[config.mk]
export PLATFORM = sky130hd
export DESIGN_NAME = hex_display_scheduler
export DESIGN_NICKNAME = d
export VERILOG_FILES = /design/src/rtl/hex_display_pkg.sv /design/src/rtl/hex_seg_decoder.sv /design/src/rtl/hex_display_scheduler.sv
export SDC_FILE = /design/constraint.sdc
export NUM_CORES = 1
export LEC_CHECK = 0
export CAP_MARGIN = 30
export CORE_AREA = 2 2 141 171
export CTS_CLUSTER_SIZE = 12
export DETAILED_ROUTE_END_ITERATION = 12
export DIE_AREA = 0 0 143 173
export DONT_BUFFER_PORTS = 1
export PLACE_DENSITY = 0.68
export SLEW_MARGIN = 20
export SYNTH_ARGS = -nofsm -noshare
export SYNTH_HDL_FRONTEND = slang
export SYNTH_SLANG_ARGS = --single-unit
[constraint.sdc]
create_clock -name Clock -period 7.7 [get_ports Clock]
set_input_delay 1.54 -clock Clock [delete_from_list [all_inputs] [get_ports Clock]]
set_output_delay 1.54 -clock Clock [all_outputs]
set_load 0.1 [all_outputs]
[src/rtl/hex_display_pkg.sv]
// Shared constants and types for the hex display scheduler: segment codes,
// key debounce states and source/page sizing.
package hex_display_pkg;

    localparam int PAGE_W  = 2;
    localparam int NUM_SRC = 4;
    localparam int NUM_DIG = 8;

    // Active-low segment patterns, bit order gfedcba
    localparam logic [6:0] SEG_0     = 7'h40;
    localparam logic [6:0] SEG_1     = 7'h79;
    localparam logic [6:0] SEG_2     = 7'h24;
    localparam logic [6:0] SEG_3     = 7'h30;
    localparam logic [6:0] SEG_4     = 7'h19;
    localparam logic [6:0] SEG_5     = 7'h12;
    localparam logic [6:0] SEG_6     = 7'h02;
    localparam logic [6:0] SEG_7     = 7'h78;
    localparam logic [6:0] SEG_8     = 7'h00;
    localparam logic [6:0] SEG_9     = 7'h10;
    localparam logic [6:0] SEG_A     = 7'h08;
    localparam logic [6:0] SEG_B     = 7'h03;
    localparam logic [6:0] SEG_C     = 7'h46;
    localparam logic [6:0] SEG_D     = 7'h21;
    localparam logic [6:0] SEG_E     = 7'h06;
    localparam logic [6:0] SEG_F     = 7'h0E;
    localparam logic [6:0] SEG_BLANK = 7'h7F;

    typedef enum logic [1:0] {
        K_IDLE,
        K_PRESS,
        K_HELD,
        K_RELEASE
    } key_state_e;

endpackage

[src/rtl/hex_seg_decoder.sv]
// Combinational nibble to active-low seven-segment decoder (gfedcba).
module hex_seg_decoder
    import hex_display_pkg::*;
(
    input  logic [3:0] nib,
    output logic [6:0] seg
);

    always_comb begin
        seg = SEG_BLANK;
        case (nib)
            4'h0: seg = SEG_0;
            4'h1: seg = SEG_1;
            4'h2: seg = SEG_2;
            4'h3: seg = SEG_3;
            4'h4: seg = SEG_4;
            4'h5: seg = SEG_5;
            4'h6: seg = SEG_6;
            4'h7: seg = SEG_7;
            4'h8: seg = SEG_8;
            4'h9: seg = SEG_9;
            4'hA: seg = SEG_A;
            4'hB: seg = SEG_B;
            4'hC: seg = SEG_C;
            4'hD: seg = SEG_D;
            4'hE: seg = SEG_E;
            4'hF: seg = SEG_F;
            default: seg = SEG_BLANK;
        endcase
    end

endmodule

[src/rtl/hex_display_scheduler.sv]
// Pages four 32-bit debug snapshots onto HEX0..HEX7 via debounced key or timer.
// Optional build macro HEX_LEAD_ZERO_BLANK_EN blanks leading zero digits.
module hex_display_scheduler
    import hex_display_pkg::*;
#(
    parameter int ROTATE_CYCLES   = 50_000_000,
    parameter int DEBOUNCE_CYCLES = 1_000_000
)
(
    input  logic               Clock,
    input  logic               Reset,
    input  logic [31:0]        SrcData0,
    input  logic [31:0]        SrcData1,
    input  logic [31:0]        SrcData2,
    input  logic [31:0]        SrcData3,
    input  logic [NUM_SRC-1:0] SrcValid,
    input  logic               KeyNext,
    input  logic               AutoRotate,
    input  logic               Freeze,
    output logic [6:0]         HEX0,
    output logic [6:0]         HEX1,
    output logic [6:0]         HEX2,
    output logic [6:0]         HEX3,
    output logic [6:0]         HEX4,
    output logic [6:0]         HEX5,
    output logic [6:0]         HEX6,
    output logic [6:0]         HEX7,
    output logic [NUM_SRC-1:0] PageLed
);

    localparam int DW = $clog2(DEBOUNCE_CYCLES);
    localparam int RW = $clog2(ROTATE_CYCLES);
    localparam logic [DW-1:0] DEB_LAST = DW'(DEBOUNCE_CYCLES - 1);
    localparam logic [RW-1:0] ROT_LAST = RW'(ROTATE_CYCLES - 1);

    logic [31:0]        src_data [NUM_SRC];
    logic [31:0]        snap_p0  [NUM_SRC];
    logic [NUM_SRC-1:0] seen_p0;

    assign src_data[0] = SrcData0;
    assign src_data[1] = SrcData1;
    assign src_data[2] = SrcData2;
    assign src_data[3] = SrcData3;

    // Stage p0: snapshot capture, every source independently
    always_ff @(posedge Clock) begin
        if (!Reset) begin
            for (int i = 0; i < NUM_SRC; i++) snap_p0[i] <= '0;
            seen_p0 <= '0;
        end else if (!Freeze) begin
            for (int i = 0; i < NUM_SRC; i++) begin
                if (SrcValid[i]) begin
                    snap_p0[i] <= src_data[i];
                    seen_p0[i] <= 1'b1;
                end
            end
        end
    end

    logic key_s1, key_s2;
    always_ff @(posedge Clock) begin
        if (!Reset) begin
            key_s1 <= 1'b1;
            key_s2 <= 1'b1;
        end else begin
            key_s1 <= KeyNext;
            key_s2 <= key_s1;
        end
    end

    key_state_e    key_state;
    logic [DW-1:0] deb_cnt;
    logic          press_p;

    always_ff @(posedge Clock) begin
        if (!Reset) begin
            key_state <= K_IDLE;
            deb_cnt   <= '0;
            press_p   <= 1'b0;
        end else begin
            press_p <= 1'b0;
            case (key_state)
                K_IDLE: begin
                    deb_cnt <= '0;
                    if (!key_s2) key_state <= K_PRESS;
                end
                K_PRESS: begin
                    if (key_s2) begin
                        key_state <= K_IDLE;
                        deb_cnt   <= '0;
                    end else if (deb_cnt == DEB_LAST) begin
                        key_state <= K_HELD;
                        deb_cnt   <= '0;
                        press_p   <= 1'b1;
                    end else begin
                        deb_cnt <= deb_cnt + 1'b1;
                    end
                end
                K_HELD: begin
                    deb_cnt <= '0;
                    if (key_s2) key_state <= K_RELEASE;
                end
                K_RELEASE: begin
                    if (!key_s2) begin
                        key_state <= K_HELD;
                        deb_cnt   <= '0;
                    end else if (deb_cnt == DEB_LAST) begin
                        key_state <= K_IDLE;
                        deb_cnt   <= '0;
                    end else begin
                        deb_cnt <= deb_cnt + 1'b1;
                    end
                end
                default: begin
                    key_state <= K_IDLE;
                    deb_cnt   <= '0;
                end
            endcase
        end
    end

    logic [RW-1:0]     rot_cnt;
    logic [PAGE_W-1:0] page_p0;
    logic              rot_en, timeout, advance;

    assign rot_en  = AutoRotate && !Freeze;
    assign timeout = rot_en && (rot_cnt == ROT_LAST);
    // A press and a timeout landing together still count as one advance
    assign advance = press_p || timeout;

    always_ff @(posedge Clock) begin
        if (!Reset) begin
            rot_cnt <= '0;
            page_p0 <= '0;
        end else begin
            if (!rot_en || advance) rot_cnt <= '0;
            else                    rot_cnt <= rot_cnt + 1'b1;
            if (advance) page_p0 <= page_p0 + 1'b1;
        end
    end

    logic [31:0]        sel_snap;
    logic               sel_seen;
    logic [6:0]         dec_seg [NUM_DIG];
    logic [NUM_DIG-1:0] lz_blank;

    assign sel_snap = snap_p0[page_p0];
    assign sel_seen = seen_p0[page_p0];

    for (genvar k = 0; k < NUM_DIG; k++) begin : g_dec
        hex_seg_decoder u_dec (
            .nib (sel_snap[4*k +: 4]),
            .seg (dec_seg[k])
        );
    end

`ifdef HEX_LEAD_ZERO_BLANK_EN
    logic lead_zero;
    // Walk down from HEX7; HEX0 always shows so zero still reads "0"
    always_comb begin
        lz_blank  = '0;
        lead_zero = 1'b1;
        for (int k = NUM_DIG - 1; k >= 1; k--) begin
            if (sel_snap[4*k +: 4] != 4'h0) lead_zero = 1'b0;
            lz_blank[k] = lead_zero;
        end
    end
`else
    assign lz_blank = '0;
`endif

    logic [6:0]         hex_p1 [NUM_DIG];
    logic [NUM_SRC-1:0] led_p1;

    // Stage p1: registered segment and page indicator outputs
    always_ff @(posedge Clock) begin
        if (!Reset) begin
            for (int k = 0; k < NUM_DIG; k++) hex_p1[k] <= SEG_BLANK;
            led_p1 <= NUM_SRC'(1);
        end else begin
            for (int k = 0; k < NUM_DIG; k++)
                hex_p1[k] <= (!sel_seen || lz_blank[k]) ? SEG_BLANK : dec_seg[k];
            led_p1 <= NUM_SRC'(1) << page_p0;
        end
    end

    assign HEX0    = hex_p1[0];
    assign HEX1    = hex_p1[1];
    assign HEX2    = hex_p1[2];
    assign HEX3    = hex_p1[3];
    assign HEX4    = hex_p1[4];
    assign HEX5    = hex_p1[5];
    assign HEX6    = hex_p1[6];
    assign HEX7    = hex_p1[7];
    assign PageLed = led_p1;

endmodule

==> results.py <==
metrics = {
    "sta": {
        "skew_ns": 0.0155,
        "tns_ns": 0,
        "hold_viol": 0,
        "period_needed_ns": 3.04,
        "setup_viol": 0,
        "timing.final.ws_setup_ns": 4.66,
        "worstMarginPinSlew_ns": 1.01,
        "rsz0062_at_grt": "no",
        "fmax_mhz": 329,
        "max_slew_margin_pct": 32.4,
        "drv_slew": 0,
        "fin_crit_sh_pct": 39.5,
    },
    "synth": {
        "yosysMostFrequentCell": "and3_1",
        "yosys-top-cells-area": "edfxtp_1, dfxtp_1, and3_1",
        "synth_edf_count": 128,
        "synth_common_cells": "and3_1, edfxtp_1, dfxtp_1",
        "ys.flop_type": "edfxtp_1",
        "yosysUniqueCellTypes": 55,
        "synth_warnings": 0,
        "synthCells": 962,
        "ys_ff_latch": 247,
        "synth_top_area_share_pct": 33.8,
        "synth.avg_cell_area_um2": 11.8,
        "synth_top_area_cell": "edfxtp_1",
        "synth_fp_nets": 1150,
        "yosysSeqAreaShare_pct": 54.7,
        "syn_area_um2": 11400,
        "synthArstFlopShare_pct": 0,
    },
    "clock_tree": {
        "cts.sink_count": 247,
        "post_cts_buffers": 0,
        "clk_latency_ns": 0.52,
        "cts_buffer_depth": 3,
        "clk_pin_slew_ns": 0.06,
        "cts_hold_buf": 0,
        "cts_resized": 0,
        "cts.htree.levels": 1,
        "root_buffer": "clkbuf_16",
        "cts_tree": "built",
        "numCtsBuffers": 26,
    },
    "drt": {
        "drt-wirelength-per-cell_um": 21.4,
        "first_pass_iters": 5,
        "wirelength_um": 27600,
        "drtAntennaViolNets": 0,
        "drc_errors": 0,
        "num_vias": 7661,
        "avgViaCountPerCell": 5.94,
        "drt_iter0_drc": 558,
    },
    "floorplan": {
        "rows": 61,
        "die_h_um": 173,
        "io_pins": 197,
        "start_util_pct": 49.5,
        "core-area_um2": 23000,
        "die_w_um": 143,
        "die-area_um2": 24700,
    },
    "status": {
        "status": "completed",
    },
    "setup_path": {
        "crit_path_start_kind": "flip-flop",
        "critical_path_arrival_ns": 1.50,
        "end_kind": "output pin",
        "regToRegEndpoint": "hex_p1[1][17]$_SDFF_PN1_",
        "worst-path-stages": 0,
        "cp.required_ns": 6.16,
        "reg2reg_slack_ns": 5.13,
        "ff2ff_path_depth": 7,
        "critPathLaunch": "hex_p1[1][21]$_SDFF_PN1_",
        "worstSetupPathType": "flip-flop to output pin",
        "cp_max_fo": 1,
    },
    "hold_path": {
        "hold_path_class": "flip-flop to flip-flop",
        "hold_path_end": "key_s2$_SDFF_PN1_",
        "worstHoldStart": "key_s1$_SDFF_PN1_",
        "hold_depth": 1,
    },
    "global_route": {
        "grtUsageTotal_pct": 21.9,
        "grt_max_degree": 77,
        "grt_pass1_wl_um": 42400,
        "overflow": 0,
        "grt_pass1_vias": 7600,
        "antenna_found_initial": 15,
    },
    "run": {
        "cap_violations": 0,
    },
    "power": {
        "power_per_cell_area_nw_per_um2": 241,
        "vdd_ir_drop_max_mv": 0.165,
        "p_leak_nw": 4.75,
    },
    "layout": {
        "drive_gt1_share_pct": 10.7,
        "fin_nets": 1129,
        "area_growth_pct": 10.2,
    },
    "place": {
        "dpl_worst_slack_ns": 4.75,
        "place.gp.congestion": 0.893,
        "numPortBuffers": 0,
        "place_hpwl_um": 17700,
    },
}
flip-flops by register name, indices dropped and copies added (netlist names), named ones only:
name,cells
seen_p0,4
key_s1,1
PageLed,4
snap_p0,128
press_p,1
hex_p1,56
key_s2,1
key_state,1
rot_cnt,26
page_p0,2
deb_cnt,20
final cells by class:
class | instances | area (um2)
clock inverter | 7 | 83.8
inverter | 46 | 173
tap | 315 | 394
clock buffer | 41 | 728
multi-input combinational | 611 | 4770
antenna | 14 | 35.0
timing repair buffer | 9 | 120
fill | 1898 | 10400
sequential | 247 | 6230
worst max path at each step:
stage                                    to  slack [ns]
2_1_floorplan   snap_p0[0][0]$_SDFFCE_PN0P_        3.39
3_3_place_gp   snap_p0[1][24]$_SDFFCE_PN0P_        4.76
3_5_place_dp        hex_p1[0][7]$_SDFF_PN1_        4.75
4_1_cts                             HEX0[1]        4.63
5_1_grt                             HEX7[0]        4.62
6_report                            HEX7[0]        4.66
power breakdown:
part / internal, mW / switching [mW] / total [mW]
sequential: 1.46 / 0.138 / 1.60
clock: 0.713 / 0.493 / 1.21
combinational: 0.0821 / 0.131 / 0.213
total: 2.26 / 0.762 / 3.02
logic make-up (layout without fill, tap and decap cells):
logic type | after synthesis | after routing | synth area share, %
fa+ha+maj | 51 | 51 | 5.61
xor+xnor | 27 | 27 | 2.08
mux | 48 | 48 | 7.86
other cells | 0 | 14 | 0
compound gates | 149 | 149 | 8.86
simple gates | 336 | 336 | 17.0
flops | 247 | 247 | 54.7
buf+inv | 104 | 103 | 3.82
metrics by stage:
stage,hold slack (ns),cells,instance area (um2),power (mW),utilization [%]
2_1_floorplan,0.386,962,11400,1.79,-
3_3_place_gp,0.408,1225,11600,1.83,50.5
3_5_place_dp,0.408,1226,11600,1.84,50.7
4_1_cts,0.418,1274,12500,3.04,54.2
5_1_grt,0.425,1286,12500,3.12,54.5
6_report,0.418,1290,12500,3.02,54.6
layer usage:
metal,global-route usage (%),wire (um),up-vias
met5,0,27,-
met4,6.23,622,4
met3,5.46,1920,46
met2,37.1,13800,268
met1,27.6,11300,3772
li1,-,-,3571
layout by cell type (no fill, tap or decap), types with 4 or more instances in the layout:
| cell type | netlist | routed |
|---|---|---|
| a211oi_1 | 4 | 4 |
| a21oi_1 | 41 | 41 |
| a22o_1 | 4 | 4 |
| a31oi_1 | 5 | 5 |
| and3_1 | 130 | 130 |
| and3b_1 | 5 | 5 |
| buf_4 | 2 | 6 |
| clkbuf_1 | 37 | 14 |
| clkbuf_16 | 0 | 27 |
| clkinv_2 | 0 | 4 |
| dfxtp_1 | 119 | 117 |
| diode_2 | 0 | 14 |
| edfxtp_1 | 128 | 128 |
| ha_1 | 51 | 51 |
| inv_1 | 46 | 46 |
| mux2i_1 | 15 | 15 |
| mux4_2 | 33 | 33 |
| nand2_1 | 40 | 40 |
| nand2b_1 | 17 | 17 |
| nand3_1 | 14 | 14 |
| nand4_1 | 8 | 8 |
| nor2_1 | 50 | 50 |
| nor2b_1 | 12 | 11 |
| nor3_1 | 7 | 7 |
| nor4_1 | 6 | 6 |
| o2111ai_1 | 6 | 5 |
| o21ai_0 | 26 | 22 |
| o21ai_4 | 0 | 4 |
| o221ai_1 | 34 | 34 |
| o22ai_1 | 5 | 5 |
| o31a_1 | 5 | 5 |
| o31ai_1 | 10 | 10 |
| or2_2 | 11 | 11 |
| or3_1 | 8 | 8 |
| or4_1 | 10 | 10 |
| xnor2_1 | 20 | 20 |
| xor2_1 | 7 | 7 |
(Power assumes the default switching activity.)
